--- src/rtl/fpu_addsub_seq.sv ---
// Multi-cycle IEEE-754 single-precision add/subtract with flush-to-zero.
// Six-state FSM: IDLE -> UNPACK -> ALIGN -> ADD -> NORM -> ROUND -> IDLE, fixed 5-cycle latency.
// Optional feature: define FPU_ROUND_NEAREST_EN for round-to-nearest-even; the default build
// rounds toward zero and carries no rounding incrementer.
module fpu_addsub_seq (
  input  logic        clk,
  input  logic        reset,
  input  logic        start,
  input  logic        op,
  input  logic [31:0] a,
  input  logic [31:0] b,
  output logic        busy,
  output logic        done,
  output logic [31:0] result,
  output logic        overflow,
  output logic        underflow,
  output logic        invalid
);

  typedef enum logic [2:0] {StIdle, StUnpack, StAlign, StAdd, StNorm, StRound} state_e;

  state_e state_q, state_d;

  logic [31:0] a_q, b_q;
  logic        op_q;
  logic        x_sign_q, y_sign_q;
  logic [7:0]  x_exp_q, y_exp_q;
  logic [22:0] x_man_q, y_man_q;
  logic        spec_q, spec_inv_q;
  logic [31:0] spec_res_q;
  logic [26:0] sx_q, sy_q;
  logic [27:0] sum_q;
  logic [26:0] nsig_q;
  logic signed [9:0] nexp_q;
  logic        done_q, ovf_q, unf_q, inv_q;
  logic [31:0] result_q;

  // State register
  always_ff @(posedge clk) begin
    if (reset) state_q <= StIdle;
    else       state_q <= state_d;
  end

  // Next-state: one cycle per state, start only honoured in IDLE
  always_comb begin
    state_d = state_q;
    unique case (state_q)
      StIdle:   if (start) state_d = StUnpack;
      StUnpack: state_d = StAlign;
      StAlign:  state_d = StAdd;
      StAdd:    state_d = StNorm;
      StNorm:   state_d = StRound;
      StRound:  state_d = StIdle;
      default:  state_d = StIdle;
    endcase
  end

  // Unpack: FTZ, classification, effective sign of B, magnitude swap
  logic [7:0]  ea, eb;
  logic [22:0] ma, mb;
  logic        sa, sb, a_nan, b_nan, a_inf, b_inf, swap;
  logic        spec_d, spec_inv_d;
  logic [31:0] spec_res_d;
  always_comb begin
    ea    = a_q[30:23];
    eb    = b_q[30:23];
    ma    = (ea == 8'd0) ? 23'd0 : a_q[22:0];
    mb    = (eb == 8'd0) ? 23'd0 : b_q[22:0];
    sa    = a_q[31];
    sb    = b_q[31] ^ op_q;
    a_nan = (&ea) & (|ma);
    b_nan = (&eb) & (|mb);
    a_inf = (&ea) & ~(|ma);
    b_inf = (&eb) & ~(|mb);
    swap  = {eb, mb} > {ea, ma};
    spec_d     = 1'b0;
    spec_inv_d = 1'b0;
    spec_res_d = 32'd0;
    if (a_nan || b_nan || (a_inf && b_inf && (sa != sb))) begin
      spec_d     = 1'b1;
      spec_inv_d = 1'b1;
      spec_res_d = 32'h7FC00000;
    end else if (a_inf) begin
      spec_d     = 1'b1;
      spec_res_d = {sa, 8'hFF, 23'd0};
    end else if (b_inf) begin
      spec_d     = 1'b1;
      spec_res_d = {sb, 8'hFF, 23'd0};
    end
  end

  // Align: barrel shift Y right, folding every lost bit into sticky
  logic [26:0] sig_x, sig_y, lost, sy_d;
  logic [7:0]  diff;
  logic [4:0]  shamt;
  always_comb begin
    sig_x = {|x_exp_q, x_man_q, 3'b000};
    sig_y = {|y_exp_q, y_man_q, 3'b000};
    diff  = x_exp_q - y_exp_q;
    shamt = diff[4:0];
    lost  = sig_y & ((27'd1 << shamt) - 27'd1);
    if (diff > 8'd26) sy_d = {26'd0, |sig_y};
    else              sy_d = (sig_y >> shamt) | {26'd0, |lost};
  end

  // Add/subtract magnitudes; X >= Y so the difference is never negative
  logic [27:0] sum_d;
  always_comb begin
    if (x_sign_q != y_sign_q) sum_d = {1'b0, sx_q} - {1'b0, sy_q};
    else                      sum_d = {1'b0, sx_q} + {1'b0, sy_q};
  end

  // Normalise: carry-out shifts right, otherwise shift left by leading-zero count
  logic [4:0]  lzc;
  logic [26:0] nsig_d;
  logic signed [9:0] nexp_d;
  always_comb begin
    lzc = 5'd0;
    for (int i = 0; i < 27; i++) begin
      if (sum_q[i]) lzc = 5'(26 - i);
    end
    if (sum_q[27]) begin
      nsig_d = {sum_q[27:2], sum_q[1] | sum_q[0]};
      nexp_d = $signed({2'b00, x_exp_q}) + 10'sd1;
    end else begin
      nsig_d = sum_q[26:0] << lzc;
      nexp_d = $signed({2'b00, x_exp_q}) - $signed({5'd0, lzc});
    end
  end

  // Round, then range-check the exponent and merge special-case results
  logic        mcarry, is_zero;
  logic [22:0] rfrac;
  logic signed [9:0] rexp;
  logic [31:0] res_d;
  logic        ovf_d, unf_d;
`ifdef FPU_ROUND_NEAREST_EN
  logic        inc;
  logic [24:0] mant25;
`endif
  always_comb begin
`ifdef FPU_ROUND_NEAREST_EN
    inc    = nsig_q[2] & (nsig_q[1] | nsig_q[0] | nsig_q[3]);
    mant25 = {1'b0, nsig_q[26:3]} + {24'd0, inc};
    mcarry = mant25[24];
    rfrac  = mcarry ? mant25[23:1] : mant25[22:0];
`else
    mcarry = 1'b0;
    rfrac  = nsig_q[25:3];
`endif
    is_zero = ~(|nsig_q);
    rexp    = nexp_q + $signed({9'd0, mcarry});
    ovf_d   = 1'b0;
    unf_d   = 1'b0;
    if (spec_q) begin
      res_d = spec_res_q;
    end else if (is_zero) begin
      // Exact zero: sign is the AND of the effective signs (+0 on cancellation)
      res_d = {x_sign_q & y_sign_q, 31'd0};
    end else if (rexp >= 10'sd255) begin
      res_d = {x_sign_q, 8'hFF, 23'd0};
      ovf_d = 1'b1;
    end else if (rexp <= 10'sd0) begin
      res_d = {x_sign_q, 31'd0};
      unf_d = 1'b1;
    end else begin
      res_d = {x_sign_q, rexp[7:0], rfrac};
    end
  end

  // Datapath registers, each loaded in the state that produces them
  always_ff @(posedge clk) begin
    if (state_q == StIdle && start) begin
      a_q  <= a;
      b_q  <= b;
      op_q <= op;
    end
    if (state_q == StUnpack) begin
      x_sign_q   <= swap ? sb : sa;
      x_exp_q    <= swap ? eb : ea;
      x_man_q    <= swap ? mb : ma;
      y_sign_q   <= swap ? sa : sb;
      y_exp_q    <= swap ? ea : eb;
      y_man_q    <= swap ? ma : mb;
      spec_q     <= spec_d;
      spec_inv_q <= spec_inv_d;
      spec_res_q <= spec_res_d;
    end
    if (state_q == StAlign) begin
      sx_q <= sig_x;
      sy_q <= sy_d;
    end
    if (state_q == StAdd) sum_q <= sum_d;
    if (state_q == StNorm) begin
      nsig_q <= nsig_d;
      nexp_q <= nexp_d;
    end
  end

  // Output registers: result and flags held until the next done, flags cleared on accept
  always_ff @(posedge clk) begin
    if (reset) begin
      done_q   <= 1'b0;
      result_q <= 32'd0;
      ovf_q    <= 1'b0;
      unf_q    <= 1'b0;
      inv_q    <= 1'b0;
    end else begin
      done_q <= 1'b0;
      if (state_q == StIdle && start) begin
        ovf_q <= 1'b0;
        unf_q <= 1'b0;
        inv_q <= 1'b0;
      end
      if (state_q == StRound) begin
        done_q   <= 1'b1;
        result_q <= res_d;
        ovf_q    <= ovf_d;
        unf_q    <= unf_d;
        inv_q    <= spec_q & spec_inv_q;
      end
    end
  end

  assign busy      = (state_q != StIdle) | done_q;
  assign done      = done_q;
  assign result    = result_q;
  assign overflow  = ovf_q;
  assign underflow = unf_q;
  assign invalid   = inv_q;

endmodule

--- config.mk ---
export PLATFORM = sky130hd
export DESIGN_NAME = fpu_addsub_seq
export DESIGN_NICKNAME = d
export VERILOG_FILES = /design/src/rtl/fpu_addsub_seq.sv
export SDC_FILE = /design/constraint.sdc
export NUM_CORES = 1
export LEC_CHECK = 0
export ABC_CLOCK_PERIOD_IN_PS = 6410
export BUFFER_PORTS_ARGS = -buffer_cell sky130_fd_sc_hd__buf_2
export CAP_MARGIN = 0
export CORE_AREA = 4 4 229 231
export CTS_BUF_LIST = sky130_fd_sc_hd__clkbuf_4
export CTS_CLUSTER_DIAMETER = 50
export DETAILED_ROUTE_END_ITERATION = 10
export DIE_AREA = 0 0 233 235
export PLACE_DENSITY = 0.58
export SLEW_MARGIN = 10
export SYNTH_ARGS = -nofsm -noshare
export SYNTH_HDL_FRONTEND = slang
export SYNTH_SLANG_ARGS = --single-unit
--- constraint.sdc ---
create_clock -name clk -period 6.41 [get_ports clk]
set_input_delay 0.641 -clock clk [delete_from_list [all_inputs] [get_ports clk]]
set_output_delay 0.641 -clock clk [all_outputs]
set_load 0.01 [all_outputs]
---- Word-level counts from Yosys, hierarchy flattened ----
Cells that the tools add are included.
word-level totals
  flip-flop bits (word level) ............. 318
  input bits .............................. 68
  output and inout bits ................... 37
  logic and storage cells ................. 141
operators by class
  $add $sub $neg .......................... 6
  order comparisons ....................... 4
  equal/unequal tests ..................... 8
  shift-type cells ........................ 3
  muxes and demuxes ....................... 61
  bitwise gates (word level) .............. 13
  reductions and logical operators ........ 20
operator list
  cell                   count
  $mux 5                 27
  $mux 32                4
  $mux 23                4
  $mux 31                2
  $reduce_or 27->1       2
  $reduce_or 23->1       2
  $gt 31x31->1           1
  $reduce_or 31->1       1
  $add 27x27->28         1
  $mux 28                1
  $sub 27x27->28         1
  $and 27x27->27         1
  $or 27x1->27           1
  $shl 1x5->27 const A   1
  $shl 27x5->27          1
  $shr 27x5->27          1
  $sub 27x1->27 const B  1
  $mux 26                1
  $mux 1                 17
  $logic_not 8->1        2
  $mux 8                 2
  $reduce_and 8->1       2
  $reduce_or 8->1        2
  $pmux 3 s5             1
  other kinds (23)       36

---- Logic depth before layout (Yosys ltp) ----
  word-level depth ........................ 29
  gate-level depth with buffers ........... 17
  depth with buffers taken out ............ 14

---- Worst setup path before layout ----
No wires, ideal clock.
  path type ............................... reg2reg
  start point ............................. register state_q[0]
  end point ............................... register spec_inv_q, enable pin
  library setup time ...................... 0.592 ns
  arrival time ............................ 5.533 ns
  slack ................................... 0.286 ns
  cell stages (with the launch flop) ...... 3
  path buffers ............................ 1
  clock period less this slack ............ 6.124 ns
  path through ............................ dfxtp_1 -> clkbuf_1 -> nor3b_1
on the way
  cells in the longest elaborated chain, start to end .. 1
RTL lines
  what                      line  text
  start: declaration        22    state_e state_q, state_d;
  start signal: assignment  40    if (reset) state_q <= StIdle;
  start signal: assignment  41    else state_q <= state_d;
  $eq 3x1->1                178   if (state_q == StUnpack) begin
  end signal: assignment    186   spec_inv_q <= spec_inv_d;
  end: declaration          29    logic spec_q, spec_inv_q;
Every way passes these cells.
A chain may end at the register's enable or synchronous reset.

---- Final worst setup path ----
  start point ............................. register b_q[24]
  end point ............................... register x_exp_q[0] (data pin)
on the way
  cells in the longest elaborated chain, start to end .. 4
RTL lines
  what                      line  text
  start: declaration        24    logic [31:0] a_q, b_q;
  start signal: assignment  175   b_q <= b;
  $logic_not 8->1           68    mb = (eb == 8'd0) ? 23'd0 : b_q[22:0];
  $mux 23                   68
  $gt 31x31->1 *            75    swap = {eb, mb} > {ea, ma};
  $mux 8 *                  180   x_exp_q <= swap ? eb : ea;
  end signal: assignment    180
  end: declaration          27    logic [7:0] x_exp_q, y_exp_q;
Every way passes the cells marked *; elsewhere a longest branch is shown, timed or not.

==> flow_results.xml <==
<?xml version="1.0" encoding="UTF-8"?>
<metrics>
  <group name="worst_setup_path">
    <metric name="slowest_stage" unit="">o21a_4</metric>
    <metric name="r2r_start" unit="">b_q[24]</metric>
    <metric name="worst_r2r_path_depth" unit="">13</metric>
    <metric name="setup.reg_to_reg.worst_slack" unit="ns">1.61</metric>
    <metric name="critical_path_peak_fanout" unit="">64</metric>
    <metric name="path_cells" unit="">nor4_1 &gt; nand2_1 &gt; nand2_1 &gt; inv_1 &gt; ha_1 &gt; nand4_1 &gt; nor3_1 &gt; nand2_1 &gt; o21ai_0 &gt; a2111oi_0 &gt; a21boi_0 &gt; o21a_4 &gt; mux2_2</metric>
    <metric name="crit-reg2reg-capture" unit="">x_exp_q[0]</metric>
    <metric name="largest_incremental_delay_on_the_critical_path" unit="ns">0.84</metric>
    <metric name="crit_path_frequent_cell" unit="">nand2_1</metric>
    <metric name="arrival" unit="ns">5.31</metric>
    <metric name="worstSetupStartpointType" unit="">flop</metric>
    <metric name="critical_path.endpoint_type" unit="">flop</metric>
    <metric name="cp_data_required_time" unit="ns">6.92</metric>
    <metric name="crit_start" unit="">b_q[24]</metric>
    <metric name="setup.worst_path.class" unit="">flop to flop</metric>
  </group>
  <group name="routing">
    <metric name="drt_drc_violations_left" unit="">0</metric>
    <metric name="drt_pass1_iterations" unit="">6</metric>
    <metric name="drt-wirelength-per-cell" unit="um">18.3</metric>
    <metric name="drt_iter0_markers" unit="">952</metric>
    <metric name="routed_via_density" unit="">5.41</metric>
    <metric name="drtAntennaViolNets" unit="">0</metric>
    <metric name="vias" unit="">14300</metric>
    <metric name="routed_wirelength" unit="mm">48.4</metric>
  </group>
  <group name="place">
    <metric name="dpl_cell_area" unit="sq um">18700</metric>
    <metric name="post_dp_hpwl" unit="mm">35.5</metric>
    <metric name="placed_cells" unit="">2440</metric>
    <metric name="final_wtd_congestion" unit="">0.948</metric>
    <metric name="placement.io_buffers" unit="">104</metric>
    <metric name="dpl_worst_slack" unit="ns">1.61</metric>
  </group>
  <group name="power_and_ir_drop">
    <metric name="leak" unit="nW">8.01</metric>
    <metric name="report.power.total" unit="mW">5.48</metric>
    <metric name="vdd.ir_drop.worst" unit="mV">0.180</metric>
    <metric name="power_per_cell_area" unit="nW/um^2">270</metric>
  </group>
  <group name="hold_path">
    <metric name="min_path_cells" unit="">3</metric>
    <metric name="hold_class" unit="">input pin to flop</metric>
    <metric name="hold_path_end" unit="">state_q[0]</metric>
    <metric name="hp-start" unit="">start</metric>
  </group>
  <group name="sta">
    <metric name="timing.fmax" unit="MHz">208</metric>
    <metric name="worst_slack" unit="ns">1.61</metric>
    <metric name="finalCriticalPeriod" unit="ns">4.80</metric>
    <metric name="report.final.hold_viol_count" unit="">0</metric>
    <metric name="timing_max_transition_violations_final" unit="">0</metric>
    <metric name="finalSetupTns" unit="ns">0</metric>
    <metric name="rsz_0062_raised_after_global_routing" unit="">no</metric>
    <metric name="whs" unit="ns">0.256</metric>
    <metric name="post-route-period-util" unit="%">74.9</metric>
    <metric name="worst_pin_slew" unit="ns">1.10</metric>
    <metric name="finClkSkew" unit="ns">0.0789</metric>
    <metric name="relSlewSlack" unit="%">26.7</metric>
    <metric name="setup_failing_eps_final" unit="">0</metric>
  </group>
  <group name="synth">
    <metric name="postSynth.asyncResetShare" unit="%">0</metric>
    <metric name="synth.net_count" unit="">1896</metric>
    <metric name="yosysSeqAreaShare" unit="%">47.1</metric>
    <metric name="synth.distinct_cells" unit="">91</metric>
    <metric name="synthFlopType" unit="">edfxtp_1</metric>
    <metric name="mappedNetlistArea" unit="sq um">17500</metric>
    <metric name="synth_edf_count" unit="">249</metric>
    <metric name="postSynthAreaPerCell" unit="sq um">10.1</metric>
    <metric name="netlist_instances" unit="">1730</metric>
    <metric name="yosys_warnings" unit="">0</metric>
    <metric name="ys_seq_elements" unit="">288</metric>
  </group>
  <group name="final_layout">
    <metric name="layout.cells.most_common_list" unit="">249 x edfxtp_1, 152 x nor2_1, 149 x nand2_1, 120 x inv_1, 106 x clkbuf_4</metric>
    <metric name="finalInstanceArea" unit="sq um">20300</metric>
    <metric name="non_filler_instances" unit="">2637</metric>
    <metric name="postLayoutCoreUtil" unit="%">40.6</metric>
    <metric name="final_common_cell" unit="">edfxtp_1</metric>
    <metric name="final_layout_size_suffix_gt1_share" unit="%">15.6</metric>
    <metric name="nNetsFinal" unit="">2078</metric>
    <metric name="area_growth_syn_to_layout" unit="%">15.9</metric>
  </group>
  <group name="global_routing">
    <metric name="grt_overflow_total" unit="">0</metric>
    <metric name="grt_usage" unit="%">17.2</metric>
    <metric name="number_of_antenna_violations_at_the_first_check_in_global_routing" unit="">1</metric>
    <metric name="grt_pass1_wl" unit="mm">75.9</metric>
    <metric name="grt_start_max_net_pins" unit="">69</metric>
    <metric name="grt_pass1_vias" unit="">14300</metric>
  </group>
  <group name="floorplanning">
    <metric name="start_util" unit="%">35.0</metric>
    <metric name="die_w" unit="um">233</metric>
    <metric name="rows" unit="">82</metric>
    <metric name="pin_count" unit="">105</metric>
    <metric name="design.core.area" unit="sq um">50100</metric>
    <metric name="die_h" unit="um">235</metric>
    <metric name="die_area" unit="sq um">54800</metric>
  </group>
  <group name="clock_network">
    <metric name="clk_latency" unit="ns">0.77</metric>
    <metric name="cts_buffer_depth" unit="">3</metric>
    <metric name="cts_repair_resizes" unit="">0</metric>
    <metric name="htree_levels" unit="">3</metric>
    <metric name="cts_root_buf" unit="">clkbuf_4</metric>
    <metric name="path_clk_slew" unit="ns">0.06</metric>
    <metric name="cts_sinks" unit="">288</metric>
    <metric name="cts_tree" unit="">built</metric>
    <metric name="cts_buffers" unit="">77</metric>
  </group>
  <group name="job">
    <metric name="drv_cap" unit="">0</metric>
  </group>
  <group name="run_status">
    <metric name="status" unit="">completed</metric>
  </group>
</metrics>
==> worst max-delay path, delay by kind of cell (launching register included) <==
family	cells	cell delay, ns
adder cells (fa/ha/maj)	1	0.31
multiplexers	1	0.43
AO/OA/AOI/OAI	4	1.31
AND/OR/NAND/NOR	6	1.90
flip-flops	1	0.45
buffers and inverters	1	0.07
==> report_power, final <==
| part | internal (mW) | total [mW] | switching [mW] |
|---|---|---|---|
| sequential | 2.25 | 2.37 | 0.123 |
| clock | 0.848 | 1.61 | 0.757 |
| combinational | 0.590 | 1.51 | 0.916 |
==> flip-flops by register name (all words and copies together), names as in the netlist, 3 cells and up <==
signal / count
sy_q: 27
x_man_q: 23
sum_q: 28
y_exp_q: 8
result: 32
b_q: 32
nexp_q: 10
y_man_q: 23
a_q: 32
x_exp_q: 8
state_q: 3
sx_q: 24
nsig_q: 27
spec_res_q: 3
==> cells in the mapped netlist (9+ instances only) <==
cell | count | area, sq um
nor4_1 | 26 | 163
buf_2 | 17 | 85.1
nor2b_1 | 16 | 100
clkbuf_1 | 58 | 218
dfxtp_1 | 39 | 781
or3_1 | 9 | 56.3
xor2_1 | 11 | 96.3
a31oi_1 | 13 | 81.3
nand2b_1 | 17 | 106
o21ai_0 | 79 | 395
a211oi_1 | 37 | 278
o211ai_1 | 9 | 67.6
inv_1 | 120 | 450
xnor2_1 | 31 | 272
ha_1 | 95 | 1190
edfxtp_1 | 249 | 7480
o31ai_1 | 14 | 105
nor3_1 | 44 | 220
o41ai_1 | 9 | 78.8
o22ai_1 | 21 | 131
and2_1 | 10 | 62.6
nor2_1 | 152 | 571
nand3_1 | 26 | 130
mux2_2 | 24 | 270
mux2i_1 | 79 | 791
a21oi_1 | 102 | 510
nand4_1 | 26 | 163
a22oi_1 | 40 | 300
a2111oi_0 | 12 | 105
a221oi_1 | 15 | 131
a21o_1 | 26 | 195
nand2_1 | 149 | 559
==> final cells by class <==
type                       instances  area (sq um)
clock buffer                     106           796
multi-input combinational       1230          8460
clock inverter                    25           170
timing repair buffer             191          1340
sequential                       288          8260
fill                            4992         29700
tap                              672           841
antenna                            1          2.50
inverter                         124           465
==> cells by family (layout without fill, tap and decap cells) <==
kind of cell	after synthesis	after routing	synth area share, %
AOI/OAI and AO/OA	464	464	18.0
and+or+nand+nor	517	517	14.1
buffers and inverters	212	446	4.87
other	0	1	0
adders and majority gates	99	99	7.18
muxes	108	108	6.64
DFF	288	288	47.1
xor gates and xnor gates	42	42	2.10
==> what timing repair did <==
item | CTS | global route
hold buffers | 65 | 0
endpoints found under the hold margin | 65 | 0
setup buffers | 0 | 0
==> metal layers <==
metal	vias to the layer above	wire, um	GRT usage, %
met1	6710	20200	21.2
li1	6927	-	-
met3	143	2510	3.03
met4	0	2150	8.19
met2	493	23600	29.1
met5	-	0	0
==> worst max-delay path by stage <==
stage | endpoint | slack, ns | cells past startpoint
6_report | x_exp_q[0] | 1.61 | 13
5_1_grt | x_exp_q[0] | 1.07 | 13
4_1_cts | x_exp_q[0] | 1.59 | 13
3_5_place_dp | x_exp_q[0] | 1.61 | 13
3_3_place_gp | y_exp_q[2] | 1.65 | 13
2_1_floorplan | spec_inv_q | 0.29 | 2
No activity file was read; power rests on OpenSTA's default activity.
